===== src/rtl/life_pkg.sv =====
// Shared constants and the per-cell rule for the Game-of-Life board engine.
// The board width/height defaults and the neighbour-count width live here.
package life_pkg;

   localparam int LIFE_LOG2 = 3;
   localparam int NCNT_W    = 4;

   localparam logic [NCNT_W-1:0] SURVIVE_N = 4'd2;
   localparam logic [NCNT_W-1:0] BIRTH_N   = 4'd3;

   // Birth on exactly three neighbours, survival on two or three.
   function automatic logic cell_next(input logic alive, input logic [NCNT_W-1:0] n);
      return (n == BIRTH_N) || (alive && (n == SURVIVE_N));
   endfunction

endpackage


===== src/rtl/life_row_next.sv =====
// Combinational next-generation evaluator for one board row.
// Horizontal neighbours wrap around, so column 0 sees column X-1.
module life_row_next
   import life_pkg::*;
#(
   parameter int X = 8
) (
   input  logic [X-1:0] above_i,
   input  logic [X-1:0] cur_i,
   input  logic [X-1:0] below_i,
   output logic [X-1:0] next_o
);

   for (genvar c = 0; c < X; c++) begin : g_col
      localparam int CL = (c + X - 1) % X;
      localparam int CR = (c + 1) % X;

      logic [NCNT_W-1:0] n;

      assign n = NCNT_W'(above_i[CL]) + NCNT_W'(above_i[c]) + NCNT_W'(above_i[CR])
               + NCNT_W'(cur_i[CL])                         + NCNT_W'(cur_i[CR])
               + NCNT_W'(below_i[CL]) + NCNT_W'(below_i[c]) + NCNT_W'(below_i[CR]);

      assign next_o[c] = cell_next(cur_i[c], n);
   end

endmodule


===== src/rtl/life_board.sv =====
// Toroidal Game-of-Life board held in a rotating row ring, with the display scan counter.
// One generation is computed in place per frame, one row per row-slot, without stalling the scan.
module life_board
   import life_pkg::*;
#(
   parameter int X              = 8,
   parameter int Y              = 8,
   parameter int LOG2X          = LIFE_LOG2,
   parameter int LOG2Y          = LIFE_LOG2,
   parameter int FRAMES_PER_GEN = 16
) (
   input  logic                   clk,
   input  logic                   reset,
   input  logic                   run,
   input  logic                   step,
   input  logic                   seed_wr,
   input  logic [LOG2Y-1:0]       seed_addr,
   input  logic [X-1:0]           seed_row,
   output logic [X-1:0]           top_row,
   output logic [LOG2X+LOG2Y-1:0] cnt,
   output logic                   busy,
   output logic [15:0]            generation
);

   localparam int CW = LOG2X + LOG2Y;
   localparam int FW = (FRAMES_PER_GEN > 1) ? $clog2(FRAMES_PER_GEN) : 1;

   localparam logic [0:0] S_IDLE = 1'b0;
   localparam logic [0:0] S_BUSY = 1'b1;

   logic [CW-1:0]    cnt_q, cnt_d;
   logic [X-1:0]     ring_q [Y];
   logic [X-1:0]     ring_d [Y];
   logic [0:0]       state_q, state_d;
   logic             pending_q, pending_d;
   logic [FW-1:0]    frame_q, frame_d;
   logic [X-1:0]     prev_old_q, prev_old_d;
   logic [X-1:0]     first_old_q, first_old_d;
   logic [15:0]      gen_q, gen_d;

   logic [LOG2Y-1:0] row_idx;
   logic [LOG2Y-1:0] seed_slot;
   logic             rotate;
   logic             wrap;
   logic             pass_on;
   logic             pass_start;
   logic             frame_fire;
   logic             seed_ok;
   logic [X-1:0]     below_row;
   logic [X-1:0]     next_row;

   assign row_idx    = cnt_q[CW-1:LOG2X];
   assign rotate     = &cnt_q[LOG2X-1:0];
   assign wrap       = &cnt_q;
   assign pass_on    = (state_q == S_BUSY);
   assign pass_start = wrap & pending_q;
   assign frame_fire = wrap & run & (frame_q == FW'(FRAMES_PER_GEN - 1));
   assign seed_ok    = seed_wr & ~pass_on & ~pass_start;

   // Slot p holds logical row (row_idx + p); a rotate edge shifts that mapping by one.
   assign seed_slot  = seed_addr - row_idx - LOG2Y'(rotate);

   // The last row's lower neighbour is row 0, which was already overwritten this pass.
   assign below_row  = (&row_idx) ? first_old_q : ring_q[1];

   life_row_next #(
      .X(X)
   ) u_row_next (
      .above_i(prev_old_q),
      .cur_i  (ring_q[0]),
      .below_i(below_row),
      .next_o (next_row)
   );

   always_comb begin
      // NOTE: every next-state signal takes its hold value first, so no path leaves one unassigned and no latch appears.
      cnt_d       = cnt_q + CW'(1);
      state_d     = state_q;
      pending_d   = (pending_q & ~pass_start) | step | frame_fire;
      frame_d     = frame_q;
      prev_old_d  = prev_old_q;
      first_old_d = first_old_q;
      gen_d       = gen_q;
      ring_d      = ring_q;

      if (wrap && run) begin
         frame_d = frame_fire ? '0 : frame_q + FW'(1);
      end

      if (rotate) begin
         for (int i = 0; i < Y - 1; i++) begin
            ring_d[i] = ring_q[i + 1];
         end
         ring_d[Y-1] = pass_on ? next_row : ring_q[0];
         if (pass_on) begin
            prev_old_d = ring_q[0];
            if (row_idx == '0) begin
               first_old_d = ring_q[0];
            end
         end
      end

      if (wrap) begin
         state_d = pending_q ? S_BUSY : S_IDLE;
         if (pass_on) begin
            gen_d = gen_q + 16'd1;
         end
      end

      // Back-to-back passes: row Y-1 of the new generation is the row written to the tail right now.
      if (pass_start) begin
         prev_old_d = pass_on ? next_row : ring_q[0];
      end

      if (seed_ok) begin
         ring_d[seed_slot] = seed_row;
      end
   end

   // NOTE: clocked state uses non-blocking assignments so every register samples pre-edge values.
   always_ff @(posedge clk or negedge reset) begin
      if (!reset) begin
         cnt_q       <= '0;
         state_q     <= S_IDLE;
         pending_q   <= 1'b0;
         frame_q     <= '0;
         prev_old_q  <= '0;
         first_old_q <= '0;
         gen_q       <= '0;
         // NOTE: the ring is ordinary flops, cleared on reset so an abandoned pass leaves a blank board.
         for (int i = 0; i < Y; i++) begin
            ring_q[i] <= '0;
         end
      end else begin
         cnt_q       <= cnt_d;
         state_q     <= state_d;
         pending_q   <= pending_d;
         frame_q     <= frame_d;
         prev_old_q  <= prev_old_d;
         first_old_q <= first_old_d;
         gen_q       <= gen_d;
         ring_q      <= ring_d;
      end
   end

   assign top_row    = ring_q[0];
   assign cnt        = cnt_q;
   assign busy       = pass_on;
   assign generation = gen_q;

endmodule

===== config.mk =====
export PLATFORM = sky130hd
export DESIGN_NAME = life_board
export DESIGN_NICKNAME = d
export VERILOG_FILES = /design/src/rtl/life_pkg.sv /design/src/rtl/life_row_next.sv /design/src/rtl/life_board.sv
export SDC_FILE = /design/constraint.sdc
export NUM_CORES = 1
export LEC_CHECK = 0
export BUFFER_PORTS_ARGS = -buffer_cell sky130_fd_sc_hd__buf_2
export CAP_MARGIN = 0
export CORE_UTILIZATION = 30
export CTS_BUF_LIST = sky130_fd_sc_hd__clkbuf_8
export DETAILED_ROUTE_END_ITERATION = 12
export PLACE_DENSITY = 0.45
export SLEW_MARGIN = 5
export SYNTH_ARGS = -nofsm -noshare
export SYNTH_HDL_FRONTEND = slang
export SYNTH_SLANG_ARGS = --single-unit

===== constraint.sdc =====
create_clock -name clk -period 4.5 [get_ports clk]
set_clock_uncertainty 0.05 [all_clocks]
set_input_delay 0.675 -clock clk [delete_from_list [all_inputs] [get_ports clk]]
set_output_delay 0.675 -clock clk [all_outputs]
set_load 0.03 [all_outputs]

Yosys cells after proc, flatten, opt, wreduce, memory -nomap -nowiden --
Cells that the tools add are included.
Storage, ports and cells: flip-flop bits (word level) 108, bits of input ports 16, output and inout port bits 31, word-level logic and storage cells 145
Cells by class: $lt $le $gt $ge 2, equal/unequal tests 17, muxes and demuxes 12, bitwise gates (word level) 11, reductions and logical operators 27, $add $sub $neg 61
Operator list (count):
- $add 4x1->4 | 48
- $mux 64 | 2
- $bwmux 64 | 1
- $eq 4x2->1 const B | 16
- $mux 8 | 6
- $demux 8 s3 | 1
- $add 1x1->2 | 8
- $add 16x1->16 const B | 1
- $logic_and 1x1->1 | 10
- $logic_or 1x1->1 | 8
- $reduce_and 7->1 | 1
- $add 6x1->6 const B | 1
- $and 1x1->1 | 6
- $reduce_and 3->1 | 2
- $reduce_and 6->1 | 1
- $reduce_and 5->1 | 1
- $add 4x1->4 const B | 1
- $eq 4x4->1 const B | 1
- $ge 4x4->1 const B | 1
- $lt 4x1->1 const B | 1
- $mux 4 | 1
- $not 3->4 | 1
- $reduce_bool 2->1 | 2
- $logic_not 3->1 | 1
- 6 further kinds | 8

Depth between registers and ports, before layout --
Gate-level depths: netlist of the first run.
depth after elaboration 14, gate-level depth with buffers 17, gate-level depth less buffers 15

Modules after synthesis --
A second synthesis of the first run with hierarchy kept.
Second synthesis, totals: cell total of the unflattened synthesis 608, area, all modules 7113.1 um^2
Modules (own cells, without submodules):
- life_board | seq. area each 2702.6 um^2, area each 5760.5 um^2, times used 1, cells each 460
- life_row_next | seq. area each 0.0 um^2, area each 1352.5 um^2, times used 1, cells each 148

Worst setup path after synthesis of the first run --
No wires, ideal clock.
path type reg-to-reg, start reg cnt_q[5] (netlist: cnt[5]), end reg ring_q[6] (netlist name), arrival 3.945 ns, buffers on the path 3, required time 4.376 ns, setup slack 0.431 ns, period minus slack after synthesis 4.069 ns, cell stages (with the launch flop) 15, library setup time 0.074 ns, cell sequence dfrtp_1 buf_6 nand3_2 buf_2 buf_1 mux2i_1 fa_1 xnor2_1 ha_1 a21oi_1 fa_1 or3_1 a2111oi_4 o32ai_1 o21ai_2
RTL lines:
- start, declared | RTL line life_board.sv:31 | logic [CW-1:0] cnt_q, cnt_d;
- start signal, assigned | RTL line life_board.sv:135 | cnt_q <= cnt_d;
- end signal, assigned | RTL line life_board.sv:142 | ring_q <= ring_d;
- end, declared | RTL line life_board.sv:32 | logic [X-1:0] ring_q [Y];

==> out/metrics.yaml, run 1 <==
yosys:
  postSynthNetCount: 827
  synth.avg_cell_area_um2: 9.60
  count_of_flip_flops_with_a_built_in_enable_after_synthesis: 0
  synth.yosys.warnings: 0
  mappedNetlistArea_um2: 7210
  async_flop_share: 1.00
  yosysSeqAreaShare: 0.375
  synth_seq_cells: 108
  synth.lib_cells_used.distinct: 66
  synth_top_flop_cell: "sky130_fd_sc_hd__dfrtp_1"
  synth_cells: 751
clock_network:
  ctsLongestPathBuffers: 2
  worst_skew_pair.late_latency_ns: 0.40
  path_clk_slew_ns: 0.11
  post_cts_buffers: 0
  cts_tree: "yes"
  number_of_gates_resized_after_cts: 0
  htree_num_levels: 3
  cts_root_buffer: "sky130_fd_sc_hd__clkbuf_8"
  numCtsBuffers: 9
  cts-hold-fix-buffers: 0
  numClockSinks: 108
drt:
  routed_via_count_divided_by_cell_count: 4.66
  detailroute.via_count: 5093
  wl_per_cell_um: 16.0
  firstDrtPassIters: 4
  drt_wl_total_um: 17500
  antenna_left: 0
  first_iter_violations: 224
  drc_errors: 0
finish:
  final_cell_mix: "sky130_fd_sc_hd__dfrtp_1 (108), sky130_fd_sc_hd__nand2_1 (71), sky130_fd_sc_hd__mux2i_1 (68), sky130_fd_sc_hd__inv_1 (65)"
  layout_net_count: 844
  layout-drive-gt1-share: 0.135
  area.sequential_um2: 2700
  mostFrequentLayoutCell: "sky130_fd_sc_hd__dfrtp_1"
  total_area_of_multi_input_combinational_cells_um2: 3980
  n_fill_cell: 2496
  antenna-diode-count: 0
  final_util: 0.333
  area_growth_pct: 8.61
setup_path:
  startpoint_type: "flip-flop"
  crit_end_element: "flip-flop"
  rr_endpoint: "ring_q[6]"
  regToRegSetupSlack_ns: 0.48
  rr_worst_depth: 11
  critical_path_arrival_ns: 4.30
  worstSetupPathType: "flip-flop to flip-flop"
  critical_path_required_ns: 4.78
  worst_r2r_startpoint: "cnt[4]"
  critical_path.max_fanout: 7
timing:
  rsz_0062_raised_after_global_routing: "false"
  layout_worst_path_cycle_share: 0.893
  timing.max_slew.rel_slack: 0.275
  period_needed_ns: 4.02
  timing.setup.tns_ns: 0
  timing_worst_slew_pin_value_ns: 1.08
  clock.fmax_ghz: 0.249
  final_slew_violations: 0
  fin_hold_viols: 0
  setup_violations: 0
outcome:
  status: "finished, final reports clean"
power_and_ir_drop:
  combinationalPowerShare: 0.457
  p_sw_frac: 0.417
  p_leak_nw: 3.35
  total_switching_power_mw: 1.59
  share_clk_of_total_power: 0.161
  power.internal_mw: 2.22
  powerDensity_nw_per_um2: 486
  share_seq_of_total_power: 0.382
  maximum_ir_drop_on_the_vdd_rail_mv: 0.209
die:
  top_level_ports: 47
  chipWidth_um: 157
  number_of_cell_rows: 56
  fp.coreArea_um2: 23500
  die-height_um: 157
  initial_cell_density_of_the_core: 0.306
  fp.dieArea_um2: 24700
hold_path:
  hold_class: "primary input to async pin"
global_route:
  grt.total_usage: 0.152
  first_global_vias: 5022
  grt_max_degree: 74
  global_route.overflow_total: 0
  grt_first_pass_wirelength_um: 28500
  antenna_found_initial: 0
placement:
  hpwlAfterDp_um: 13000
  gpl.final_weighted_congestion: 0.767
  place.port_buffers: 46
job:
  drv.max_cap_violation_count: 0
==> logic make-up (layout without fill, tap and decap cells) <==
kind of cell,count (synthesis),in the layout,share of synthesized area
and+or+nand+nor,200,200,0.133
muxes,76,76,0.109
adders and majority gates,64,64,0.133
AOI/OAI and AO/OA,139,139,0.116
xor gates and xnor gates,48,48,0.0593
DFF,108,108,0.375
buffers and inverters,116,138,0.0748
==> worst max-delay path: stages, from the launching register on <==
cell and delay [ns]:
sky130_fd_sc_hd__dfrtp_1 0.55, sky130_fd_sc_hd__and3_1 0.38, sky130_fd_sc_hd__mux2i_4 0.39, sky130_fd_sc_hd__fa_1 0.50
sky130_fd_sc_hd__xnor2_1 0.16, sky130_fd_sc_hd__ha_1 0.22, sky130_fd_sc_hd__a21oi_1 0.18, sky130_fd_sc_hd__fa_1 0.44
sky130_fd_sc_hd__or3_1 0.44, sky130_fd_sc_hd__a2111oi_4 0.35, sky130_fd_sc_hd__o32ai_1 0.16, sky130_fd_sc_hd__o21ai_2 0.12
==> power groups by stage <==
stage                     logic (mW)  registers (mW)  clock network, mW
after floorplan                 1.43            1.36                  0
after global placement          1.73            1.48                  0
after detailed placement        1.76            1.48                  0
after CTS                       1.77            1.46              0.634
after global routing            2.03            1.49              0.666
final                           1.74            1.46              0.612
==> worst max path at each step <==
stage | startpoint | cells past startpoint | slack, ns | end
final | cnt[4] | 11 | 0.48 | ring_q[6]
after global routing | cnt[4] | 11 | 0.22 | ring_q[6]
after CTS | cnt[5] | 11 | 0.44 | ring_q[6]
after detailed placement | cnt[5] | 11 | 0.49 | ring_q[6]
after global placement | cnt[4] | 11 | 0.56 | ring_q[6]
after floorplan | cnt[5] | 14 | 0.43 | ring_q[6]
==> metal layers <==
| metal | vias to the layer above | track usage | wire, um | share of wire |
|---|---|---|---|---|
| li1 | 2577 | - | - | - |
| met3 | 8 | 0.0215 | 338 | 0.019 |
| met4 | 0 | 0.0384 | 153 | 0.0087 |
| met1 | 2468 | 0.216 | 9030 | 0.52 |
| met5 | - | 0 | 0 | 0 |
| met2 | 40 | 0.243 | 7990 | 0.46 |
==> stage by stage <==
| stage | setup WS, ns | total power [mW] | cell area [um^2] | hold slack [ns] | cells |
|---|---|---|---|---|---|
| 5_1_grt | 0.222 | 4.18 | 7830 | 0.418 | 1092 |
| 2_1_floorplan | 0.431 | 2.80 | 7210 | 0.329 | 751 |
| 6_report | 0.481 | 3.81 | 7830 | 0.371 | 1092 |
| 3_5_place_dp | 0.490 | 3.24 | 7640 | 0.411 | 1076 |
| 4_1_cts | 0.441 | 3.86 | 7830 | 0.407 | 1092 |
| 3_3_place_gp | 0.556 | 3.21 | 7640 | 0.409 | 1076 |
==> area by class of cell <==
type,count,area share
Tap cell,319,0.0510
Clock inverter,6,0.00655
Sequential cell,108,0.345
Timing Repair Buffer,57,0.0403
Inverter,65,0.0312
Multi-Input combinational cell,527,0.508
Clock buffer,10,0.0176
==> state kept, by name, indices dropped and copies added, names as in the netlist <==
signal and flops:
frame_q 4, pending_q 1, prev_old_q 8, cnt 6
ring_q 56, busy 1, first_old_q 8, generation 16
top_row 8
==> Yosys cell counts (15+ instances only) <==
cell | number | area, um^2
sky130_fd_sc_hd__fa_1 | 22 | 440
sky130_fd_sc_hd__xnor2_1 | 32 | 280
sky130_fd_sc_hd__mux2i_1 | 68 | 681
sky130_fd_sc_hd__buf_2 | 15 | 75.1
sky130_fd_sc_hd__nand2_1 | 71 | 267
sky130_fd_sc_hd__nor2_1 | 57 | 214
sky130_fd_sc_hd__a21oi_1 | 43 | 215
sky130_fd_sc_hd__nand3_1 | 18 | 90.1
sky130_fd_sc_hd__o21ai_0 | 57 | 285
sky130_fd_sc_hd__xor2_1 | 15 | 131
sky130_fd_sc_hd__dfrtp_1 | 108 | 2700
sky130_fd_sc_hd__ha_1 | 38 | 475
sky130_fd_sc_hd__inv_1 | 65 | 244
Note: power is estimated with default switching activity, not from simulation.
==> inputs of run 2 (changes only) <==
- ABC_CLOCK_PERIOD_IN_PS: default -> 4500
- BUFFER_PORTS_ARGS: -buffer_cell sky130_fd_sc_hd__buf_2 -> -buffer_cell sky130_fd_sc_hd__buf_4
- CTS_CLUSTER_DIAMETER: default -> 40
==> run 2 against run 1 <==
Effect of this change:
- final cell count about the same
- utilization up 0.52 points
- combinational power is essentially flat
- highest routed layer unchanged
- sequential share of layout area shrank 0.53 points
- wire length up 2.8%
- non-clock buffer count increased by 1
- worst hold slack worse by 0.15 ns
- critical path depth unchanged
- via count hardly changed
- worst setup slack improved by 0.090 ns
==> out/metrics.yaml, run 2 (synthesis results as in run 1) <==
clock_network:
  path_clk_slew_ns: 0.12  # about the same
  post_cts_buffers: 0  # unchanged
  worst_skew_pair.late_latency_ns: 0.41  # about the same
  numClockSinks: 108  # unchanged
  number_of_gates_resized_after_cts: 0  # unchanged
  numCtsBuffers: 9  # unchanged
  cts_tree: "yes"
  cts-hold-fix-buffers: 0  # unchanged
  cts_root_buffer: "sky130_fd_sc_hd__clkbuf_8"
  htree_num_levels: 3  # unchanged
  ctsLongestPathBuffers: 2  # unchanged
drt:
  first_iter_violations: 230  # +2.7%
  wl_per_cell_um: 16.5  # +2.7%
  routed_via_count_divided_by_cell_count: 4.66  # -0.13%
  antenna_left: 0  # unchanged
  firstDrtPassIters: 7  # +3
  drc_errors: 0  # unchanged
  drt_wl_total_um: 18000  # +2.8%
  detailroute.via_count: 5091  # -0.039%
global_route:
  antenna_found_initial: 0  # unchanged
  first_global_vias: 4968  # -1.1%
  grt_max_degree: 48  # -35%
  global_route.overflow_total: 0  # unchanged
  grt.total_usage: 0.155  # +0.00303
  grt_first_pass_wirelength_um: 29000  # +1.4%
setup_path:
  crit_end_element: "flip-flop"
  timing.critical_path.slowest_stage_cell: "sky130_fd_sc_hd__or4b_2"
  regToRegSetupSlack_ns: 0.57  # +0.09 ns
  critical_path_required_ns: 4.80  # +0.02 ns
  worstSetupPathType: "flip-flop to flip-flop"
  worst_path_largest_cell_delay_ns: 0.68  # +0.13 ns
  worst_path_dominant_cell_family: "adder cells"
  critical_path_arrival_ns: 4.23  # -0.07 ns
  crit_buf_inv: 0  # unchanged
  startpoint_type: "flip-flop"
  worst_r2r_startpoint: "cnt[5]"
  critical_path.cell_chain: "and3_1 > mux2i_4 > fa_1 > xnor2_1 > ha_1 > a21oi_1 > fa_1 > or4b_2 > a21oi_1 > o32ai_1 > o21ai_2"
  rr_worst_depth: 11  # unchanged
  critical_path.max_fanout: 7  # unchanged
  rr_endpoint: "ring_q[6]"
timing:
  timing.setup.tns_ns: 0  # unchanged
  layout_worst_path_cycle_share: 0.873  # -0.0200
  clock.fmax_ghz: 0.254  # +2.3%
  period_needed_ns: 3.93  # -0.0900 ns
  fin_hold_viols: 0  # unchanged
  setup_violations: 0  # unchanged
  timing.max_slew.rel_slack: 0.291  # +0.0158
  rsz_0062_raised_after_global_routing: "false"
  worst_slack_on_hold_paths_ns: 0.218  # -0.153 ns
  timing_worst_slew_pin_value_ns: 1.06  # -0.0236 ns
  timing.final.ws_setup_ns: 0.571  # +0.0900 ns
  final_slew_violations: 0  # unchanged
outcome:
  status: "finished, final reports clean"
placement:
  place.port_buffers: 46  # unchanged
  postPlaceCellArea_um2: 7760  # +1.6%
  gpl.final_weighted_congestion: 0.759  # -0.98%
  placement.setup.worst_slack_ns: 0.594  # +0.105 ns
  dp.cells: 1077  # +0.093%
  hpwlAfterDp_um: 13200  # +1.7%
die:
  top_level_ports: 47  # unchanged
  number_of_cell_rows: 56  # unchanged
  fp.coreArea_um2: 23500  # unchanged
  fp.dieArea_um2: 24700  # unchanged
  initial_cell_density_of_the_core: 0.306  # unchanged
  die-height_um: 157  # unchanged
  chipWidth_um: 157  # unchanged
power_and_ir_drop:
  p_leak_nw: 3.37  # +0.56%
  maximum_ir_drop_on_the_vdd_rail_mv: 0.155  # -26%
  powerDensity_nw_per_um2: 485  # -0.12%
finish:
  layout_net_count: 845  # +0.12%
  area_growth_pct: 10.3
  antenna-diode-count: 0  # unchanged
  register_with_the_most_flip_flops: "ring_q"
  layout-drive-gt1-share: 0.136  # +0.00112
  mostFrequentLayoutCell: "sky130_fd_sc_hd__dfrtp_1"
  largest_register_ff_count: 56  # unchanged
  n_fill_cell: 2461  # -1.4%
  final_cell_mix: "sky130_fd_sc_hd__dfrtp_1 (108), sky130_fd_sc_hd__nand2_1 (71), sky130_fd_sc_hd__mux2i_1 (68), sky130_fd_sc_hd__inv_1 (65), sky130_fd_sc_hd__buf_4 (58)"
  final_design_area_no_fill_um2: 7950  # +1.5%
  post_layout_nonfiller_instances: 1093  # +0.092%
hold_path:
  hold_class: "primary input to async pin"
job:
  drv.max_cap_violation_count: 0  # unchanged
## run 2: metal layers
metal / up-vias / GRT usage / share of wire
met3: 15 / 0.0206 / 0.026
met2: 53 / 0.237 / 0.45
li1: 2572 / - / -
met1: 2451 / 0.225 / 0.51
met4: 0 / 0.0504 / 0.017
met5: - / 0 / 0
## run 2: how the worst max path moves through the flow
stage,startpoint,to,slack (ns),depth (start not counted)
2_1_floorplan,cnt[5],ring_q[6],0.43,14
3_3_place_gp,prev_old_q[5],ring_q[6],0.64,12
3_5_place_dp,cnt[4],ring_q[6],0.59,11
4_1_cts,cnt[4],ring_q[6],0.57,11
5_1_grt,cnt[4],ring_q[6],0.33,11
6_report,cnt[5],ring_q[6],0.57,11
## run 2: area by class of cell
type / instances / area, um^2 / share of cell area
Multi-Input combinational cell: 527 / 3980 / 0.501
Sequential cell: 108 / 2700 / 0.340
Timing Repair Buffer: 58 / 435 / 0.0547
Tap cell: 319 / 399 / 0.0502
Inverter: 65 / 244 / 0.0307
Clock buffer: 9 / 124 / 0.0156
Clock inverter: 7 / 66.3 / 0.00834
## run 2: worst register-to-register path, cell delays in order, from the launching register on
cell and delay (ns):
sky130_fd_sc_hd__dfrtp_1 0.53, sky130_fd_sc_hd__and3_1 0.36, sky130_fd_sc_hd__mux2i_4 0.39, sky130_fd_sc_hd__fa_1 0.49
sky130_fd_sc_hd__xnor2_1 0.19, sky130_fd_sc_hd__ha_1 0.24, sky130_fd_sc_hd__a21oi_1 0.07, sky130_fd_sc_hd__fa_1 0.39
sky130_fd_sc_hd__or4b_2 0.68, sky130_fd_sc_hd__a21oi_1 0.21, sky130_fd_sc_hd__o32ai_1 0.13, sky130_fd_sc_hd__o21ai_2 0.13
## run 2: metrics by stage
| step | total power [mW] | util |
|---|---|---|
| finish | 3.86 | 0.338 |
| global route | 4.23 | 0.338 |
| CTS | 3.91 | 0.338 |
| detailed placement | 3.28 | 0.330 |
| global placement | 3.26 | 0.330 |
| floorplan | 2.80 | - |
## run 2: power by group
group	switching, mW	total [mW]	leakage (nW)	internal (mW)
combinational	0.973	1.77	1.93	0.792
clock	0.408	0.625	0.0918	0.217
sequential	0.254	1.47	1.35	1.22
total	1.64	3.86	3.37	2.23
